File: config.mk
export PLATFORM = sky130hd
export DESIGN_NAME = seg_scan_driver
export DESIGN_NICKNAME = d
export VERILOG_FILES = /design/src/rtl/seg_scan_driver.sv
export SDC_FILE = /design/constraint.sdc
export NUM_CORES = 1
export LEC_CHECK = 0
export CORE_ASPECT_RATIO = 1.1
export CORE_MARGIN = 2
export CORE_UTILIZATION = 30
export DETAILED_ROUTE_END_ITERATION = 10
export PLACE_DENSITY = 0.58
export SLEW_MARGIN = 10
export SYNTH_ARGS = -nofsm -noshare
export SYNTH_HDL_FRONTEND = slang
export SYNTH_SLANG_ARGS = --single-unit
export TNS_END_PERCENT = 50
File: constraint.sdc
create_clock -name clk -period 2.6 [get_ports clk]
set_input_delay 0.39 -clock clk [delete_from_list [all_inputs] [get_ports clk]]
set_output_delay 0.39 -clock clk [all_outputs]
set_load 0.01 [all_outputs]
File: src/rtl/seg_scan_driver.sv
// seg_scan_driver
//   Time-multiplexed 7-segment display scanner. A prescaler divides clk down
//   to one digit slot of SCAN_DIV cycles. Each slot drives one digit, and
//   N_DIGITS slots make one frame. New display contents are captured into a
//   shadow bank on `load`. They are promoted to the active bank only at a
//   frame wrap, so a frame never mixes old and new digits.
//
// Parameters
//   N_DIGITS    number of digits scanned (2..16)
//   SCAN_DIV    clock cycles each digit is held (>= 2)
//   HEX_EN      1: codes 10-15 render A-F; 0: codes 10-15 render a dash
//   SEG_ACT_LOW 1: seg_out pins inverted
//   DIG_ACT_LOW 1: dig_sel pins inverted
//
// Ports
//   clk         clock; all state changes on the rising edge
//   rst_n       synchronous, active-low reset
//   load        one-cycle strobe; captures value/dp_mask/blank_mask/lz_en
//   value       4-bit digit codes; nibble k is digit k (digit 0 = LSD)
//   dp_mask     bit k lights the decimal point of digit k
//   blank_mask  bit k forces digit k fully dark, dp included
//   lz_en       leading-zero suppression enable
//   seg_out     registered segments {a,b,c,d,e,f,g,dp}
//   dig_sel     registered one-hot digit enable, bit k = digit k
//   frame_done  one-cycle pulse when the scan wraps back to digit 0
module seg_scan_driver #(
    parameter int N_DIGITS    = 8,
    parameter int SCAN_DIV    = 100000,
    parameter int HEX_EN      = 1,
    parameter int SEG_ACT_LOW = 0,
    parameter int DIG_ACT_LOW = 1
) (
    input  logic                    clk,
    input  logic                    rst_n,
    input  logic                    load,
    input  logic [4*N_DIGITS-1:0]   value,
    input  logic [N_DIGITS-1:0]     dp_mask,
    input  logic [N_DIGITS-1:0]     blank_mask,
    input  logic                    lz_en,
    output logic [7:0]              seg_out,
    output logic [N_DIGITS-1:0]     dig_sel,
    output logic                    frame_done
);

    localparam int PW = (SCAN_DIV > 2) ? $clog2(SCAN_DIV) : 1;
    localparam int IW = $clog2(N_DIGITS);
    localparam logic [PW-1:0] PRESC_LAST = PW'(SCAN_DIV - 1);
    localparam logic [IW-1:0] IDX_LAST   = IW'(N_DIGITS - 1);

    // Segment pattern for a 4-bit code, active-high, dp bit left clear.
    function automatic logic [7:0] glyph(input logic [3:0] code);
        logic [7:0] g;
        case (code)
            4'h0:    g = 8'hFC;
            4'h1:    g = 8'h60;
            4'h2:    g = 8'hDA;
            4'h3:    g = 8'hF2;
            4'h4:    g = 8'h66;
            4'h5:    g = 8'hB6;
            4'h6:    g = 8'hBE;
            4'h7:    g = 8'hE0;
            4'h8:    g = 8'hFE;
            4'h9:    g = 8'hE6;
            4'hA:    g = 8'hEE;
            4'hB:    g = 8'h3E;
            4'hC:    g = 8'h9C;
            4'hD:    g = 8'h7A;
            4'hE:    g = 8'h9E;
            default: g = 8'h8E;
        endcase
        if ((HEX_EN == 0) && (code >= 4'hA)) begin
            g = 8'h02;
        end
        return g;
    endfunction

    // ---------------- stage 0: scan timing and register banks ----------------
    logic [PW-1:0]           presc;
    logic [IW-1:0]           idx;
    logic                    tc;
    logic                    wrap;

    logic [4*N_DIGITS-1:0]   sh_value;
    logic [N_DIGITS-1:0]     sh_dp;
    logic [N_DIGITS-1:0]     sh_blank;
    logic                    sh_lz;
    logic                    pending;

    logic [4*N_DIGITS-1:0]   act_value;
    logic [N_DIGITS-1:0]     act_dp;
    logic [N_DIGITS-1:0]     act_blank;
    logic                    act_lz;

    always_comb begin
        tc   = (presc == PRESC_LAST);
        wrap = tc && (idx == IDX_LAST);
    end

    always_ff @(posedge clk) begin
        if (!rst_n) begin
            presc <= '0;
            idx   <= '0;
        end else if (tc) begin
            presc <= '0;
            idx   <= (idx == IDX_LAST) ? '0 : idx + 1'b1;
        end else begin
            presc <= presc + 1'b1;
        end
    end

    // A load landing exactly on the wrap goes straight to the active bank so
    // the new contents show in the frame that is just starting.
    always_ff @(posedge clk) begin
        if (!rst_n) begin
            sh_value  <= '0;
            sh_dp     <= '0;
            sh_blank  <= '0;
            sh_lz     <= 1'b0;
            pending   <= 1'b0;
            act_value <= '0;
            act_dp    <= '0;
            act_blank <= '0;
            act_lz    <= 1'b0;
        end else if (load && wrap) begin
            sh_value  <= value;
            sh_dp     <= dp_mask;
            sh_blank  <= blank_mask;
            sh_lz     <= lz_en;
            pending   <= 1'b0;
            act_value <= value;
            act_dp    <= dp_mask;
            act_blank <= blank_mask;
            act_lz    <= lz_en;
        end else if (load) begin
            sh_value  <= value;
            sh_dp     <= dp_mask;
            sh_blank  <= blank_mask;
            sh_lz     <= lz_en;
            pending   <= 1'b1;
        end else if (wrap && pending) begin
            act_value <= sh_value;
            act_dp    <= sh_dp;
            act_blank <= sh_blank;
            act_lz    <= sh_lz;
            pending   <= 1'b0;
        end
    end

    // Leading-zero mask: digit k is dark when it and every digit above it are
    // zero. The running AND walks down from the MSD; digit 0 is never masked.
    logic [N_DIGITS-1:0] supp;
    logic                run;
    logic [3:0]          cur_code;
    logic                cur_dp;
    logic                cur_dark;
    logic [7:0]          seg_next;
    logic [N_DIGITS-1:0] dig_next;

    always_comb begin
        supp = '0;
        run  = act_lz;
        for (int k = N_DIGITS - 1; k >= 1; k--) begin
            run     = run && (act_value[4*k +: 4] == 4'd0);
            supp[k] = run;
        end

        cur_code = 4'd0;
        cur_dp   = 1'b0;
        cur_dark = 1'b0;
        dig_next = '0;
        for (int k = 0; k < N_DIGITS; k++) begin
            if (idx == IW'(k)) begin
                cur_code    = act_value[4*k +: 4];
                cur_dp      = act_dp[k];
                cur_dark    = act_blank[k] || supp[k];
                dig_next[k] = 1'b1;
            end
        end

        seg_next = cur_dark ? 8'h00 : (glyph(cur_code) | {7'b0, cur_dp});
    end

    // ---------------- stage 1: registered outputs ----------------
    logic [7:0]          seg_p1;
    logic [N_DIGITS-1:0] dig_p1;
    logic                frame_done_p1;

    always_ff @(posedge clk) begin
        if (!rst_n) begin
            seg_p1        <= '0;
            dig_p1        <= '0;
            frame_done_p1 <= 1'b0;
        end else begin
            seg_p1        <= seg_next;
            dig_p1        <= dig_next;
            frame_done_p1 <= wrap;
        end
    end

    // Pin polarity is applied on the flop outputs only.
    assign seg_out    = (SEG_ACT_LOW != 0) ? ~seg_p1 : seg_p1;
    assign dig_sel    = (DIG_ACT_LOW != 0) ? ~dig_p1 : dig_p1;
    assign frame_done = frame_done_p1;

endmodule

==> run summary <==
The horizontal die dimension came out at between 100 and 150 um. The number of rows created at floorplan is 56. Grouping stages by cell kind, the critical path spends the most delay in compound AO/OA/AOI/OAI gates. The placeable core region is 0.0212 mm^2. The combined buffer and inverter count along the critical path came out at 1. The depth of the worst register-to-register path came out at 10. Combinational logic is responsible for 6.6% of the overall power. The largest area contributor in the synthesized netlist is dfxtp_1. The share of power burned in registers came out at between 40 and 50%.

After detailed routing, the number of remaining DRC violations is 0. The first-pass GRT wire length came out at approximately 25000 um. The maximum VDD drop is ~0.00043 V. The number of nets in the final layout is between 800 and 900. The post-synthesis async set-or-reset flop share is 0%. The worst-case clock skew is roughly 0.011 ns. The number of sinks driven by the clock tree came out at 136. The power density of the placed cells is ~610 mW/mm^2.

The starting utilization of the core area came out at between 30 and 40%. Routability-driven placement finished with a final weighted congestion of 0.879. Hold repair after CTS inserted 0 buffers. The mean instance size in the synthesized netlist is approximately 9 um^2. The most common flop cell mapped by yosys is dfxtp_1. The clock passes through at most 2 buffers. TritonCTS built the clock tree.

The path class of the lowest-slack min-delay path is in -> reg. The warning count from the yosys run came out at 0. The first-pass iteration count of the detailed router came out at 6. The chip height is 158 um. In this run, synthesis inferred 0 flip-flops with an integrated enable. The area of the die came out at 0.0226 mm^2. The number of global-route vias before repair came out at between 4000 and 5000.

The largest fanout of any net on the critical path is 5. The endpoint of the worst hold path is sh_value[7]. The vias per cell is approximately 4.7. The flow ran to the end, and the final reports show no timing, DRC or antenna violations. The wire length reported by the detailed router came out at roughly 16000 um. The clock network latency to the later pin of the worst-skew pair is 0.43 ns. The number of standard cells after synthesis is about 730. The count of inserted antenna diode cells is 0.

The switching part of the total power is a little over a fifth. In this run the critical register-to-register path is captured at seg_out[7]. The timing-limited maximum frequency came out at between 400 and 500 MHz.

The largest single stage delay on the critical path is approximately 0.33 ns. In this run the register-to-register setup slack is 0.13 ns. The final hold slack is ~0.36 ns. The global-route usage over all layers came out at 14.3%. The worst slew margin relative to its limit is approximately 54%. The critical path is of the reg -> reg type. The layout overhead on the synthesized area is 26.5%. The I/O pin count is between 60 and 70. The total count of hold-check failures in the final report is 0.

In the final layout, the multi-input gates occupy roughly 0.0034 mm^2. The path length in cells of the critical path came out at 10. The number of antenna violations at the first check in global routing came out at 0. Clock tree synthesis inserted a total of 17 buffers. The cell repeated most along the worst path is ha_2. Walking the worst path, the cells encountered are ha_2 -> ha_2 -> or2_4 -> o211ai_1 -> nand3_2 -> a21oi_4 -> inv_1 -> ha_1 -> nor4b_1 -> a2111oi_2. The reported net switching power is approximately 1100 uW. After layout, the worst setup slack is around 0.13 ns. Setup repair after global routing could not meet its margin everywhere. The max-capacitance violation count came out at 0. Setup violations remaining at the end of the flow were counted as 0. The share of final-layout standard cells stronger than drive strength 1 came out at between 10 and 15%. The clock network burns between 50% and 60% of the power. The startpoint identified for the worst hold timing path is rst_n. The clock input transition at the sequential cells of the worst setup and hold paths is about 0.06 ns. Summing the sequential cell areas from Yosys gives a little over two fifths of the chip area. For the pin with the worst max-slew slack, the measured transition is 0.685 ns. The count of buffers from port buffering is 68. The top cell type by area accounts for 42.3% of the synthesized area. The total via count in the routed design came out at about 5000. On the critical path, the stage with the largest delay is an instance of dfxtp_2. The number of nets handed over by synthesis was a little under 800. STA classifies the critical path startpoint as a flip-flop. The total congestion overflow after global routing came out at 0.

The number of storage elements in the synthesis netlist is approximately 140. For this block, the initial DRC count from the detailed router was ~250. The final HPWL from detailed placement is between 10000 and 15000 um. The internal cell power came out at between 3000 and 4000 uW. The hold path depth is 2.

The data required time at the worst endpoint is around 3 ns. CTS built an H-tree with a depth of 4. In this run the cell area of the synthesized design comes to between 0.006 and 0.007 mm^2.

OpenSTA, run right after detailed placement, puts the worst setup slack at -0.0716 ns. The largest net degree at the start of global routing came out at 61. The post-layout minimum cycle time is about 2.5 ns.

The element type at the critical path end is a flip-flop. The unique cell type count in the Yosys netlist came out at between 60 and 70. By area the synthesized netlist is led by dfxtp_1 (42%), nor2b_1 (9.6%), mux2i_1 (7.6%), o31ai_1 (4.7%), nor2_1 (4.0%). The wire length per cell came out at around 14 um. The number of fill cells is ~2200.

Summed over all cells, the static leakage comes to roughly 0.0031 uW. The final-report max-slew violation count is 0. The share of the clock period used by the worst path after layout is a little over nine tenths. Once detail routing completed, the nets flagged for antenna violations numbered 0.

In this run the critical register-to-register path is launched from idx[0]. The register area came out at 0.00273 mm^2. At the worst endpoint, the arrival time is roughly 2.8 ns.

The tree is rooted in a clkbuf_16.
## area by class of cell
cell class                      count  share of cell area, %
Clock buffer                       19                   5.32
Tap cell                          290                   4.46
Timing Repair Buffer               98                   11.2
Multi-Input combinational cell    511                   41.8
Sequential cell                   136                   33.5
Clock inverter                     13                   2.20
Inverter                           33                   1.52
## cells in the mapped netlist, types with 3 or more instances
cell,number
nor2b_1,99
o21ai_0,13
clkbuf_1,28
a21oi_1,26
o22ai_1,5
mux2i_1,49
nand3_1,12
a211oi_1,5
buf_2,14
o31ai_1,40
nand4_1,5
or2_2,4
buf_6,3
xor2_1,10
ha_1,14
o221a_2,9
xnor2_1,4
nor3_1,5
o211ai_1,4
or4_1,4
buf_4,3
nor3b_1,9
inv_1,33
nor2_1,68
and2_1,5
dfxtp_1,136
nand2_1,62
a221oi_1,5
nand3b_1,3
and3_1,9
## per-stage QoR
stage | util, % | instance area [um^2] | total power (uW) | setup TNS, ns | instances
final | 38.5 | 8140 | 5000 | 0 | 1100
after global routing | 38.5 | 8140 | 5190 | -0.0128 | 1100
after CTS | 38.3 | 8090 | 5060 | 0 | 1099
after detailed placement | 35.3 | 7470 | 2550 | -0.145 | 1065
after global placement | 35.3 | 7470 | 2540 | 0 | 1065
after floorplan | - | 6440 | 2400 | 0 | 728
## power by group through the flow
stage	Combinational (uW)	Clock, uW	Sequential [uW]
2_1_floorplan	192	0	2210
3_3_place_gp	330	0	2210
3_5_place_dp	333	0	2210
4_1_cts	334	2560	2170
5_1_grt	366	2650	2180
6_report	329	2500	2170
## kinds of logic after synthesis
| logic type | after synthesis | synth area share (%) |
|---|---|---|
| xor+xnor | 14 | 1.91 |
| mux | 50 | 7.80 |
| simple gates | 305 | 25.4 |
| buf+inv | 81 | 5.52 |
| fa+ha+maj | 14 | 2.72 |
| compound gates | 128 | 14.3 |
| flops | 136 | 42.3 |
## registers in the layout, indices dropped and copies added, names as in the netlist
signal / cells
act_lz: 1
sh_blank: 8
seg_out: 8
sh_value: 32
act_value: 32
act_dp: 8
sh_lz: 1
dig_p1: 8
frame_done: 1
pending: 1
sh_dp: 8
presc: 17
act_blank: 8
idx: 3
## placed cells by master, fill, tap and decap left out, drive strengths merged, types with 4 or more instances in the layout
cell type,netlist,layout
or4,4,4
nor4,4,4
clkinv,0,5
clkdlybuf4s50,0,66
and2,5,5
o31ai,40,40
a21oi,26,26
and3,9,9
inv,33,33
mux2i,49,49
nand2,62,62
or2,6,6
ha,14,14
nor2b,99,99
nor3b,9,9
o21ai,15,15
buf,20,32
o211ai,5,5
clkinvlp,0,4
dfxtp,136,136
a211oi,5,5
nand3,13,13
nor3,5,5
o221a,9,9
a221oi,5,5
xor2,10,10
clkbuf,28,19
o22ai,5,5
nand4,5,5
xnor2,4,4
nor2,71,71
bufinv,0,4
## per-layer routing
| metal | part of all wire (%) | vias up | GRT usage, % |
|---|---|---|---|
| met4 | 1.5 | 0 | 5.18 |
| met5 | 0 | - | 0 |
| li1 | - | 2641 | - |
| met3 | 3.4 | 16 | 3.42 |
| met1 | 47 | 2394 | 18.1 |
| met2 | 48 | 80 | 23.9 |
## what timing repair did
item	4_1_cts	5_1_grt
setup endpoints to repair	3	7
setup buffers	2	1
gates resized for setup	0	13
cloned	0	0
pin swaps	1	8
## how the worst max path moves through the flow
stage / from / end / slack (ns)
finish: idx[0] / seg_out[7] / 0.13
global route: idx[1] / seg_out[4] / -0.01
CTS: idx[0] / seg_out[7] / 0.02
detailed placement: idx[0] / seg_out[7] / -0.07
global placement: idx[0] / seg_out[7] / 0.07
floorplan: idx[0] / seg_out[7] / 0.04
## worst register-to-register path: cells and delay by family, from the launching register on
family                   cells  cell delay [ns]
AO/OA/AOI/OAI                3             0.75
AND/OR/NAND/NOR              3             0.58
adder cells (fa/ha/maj)      3             0.58
flip-flops                   1             0.33
buffers and inverters        1             0.12
(Power assumes the default switching activity.)
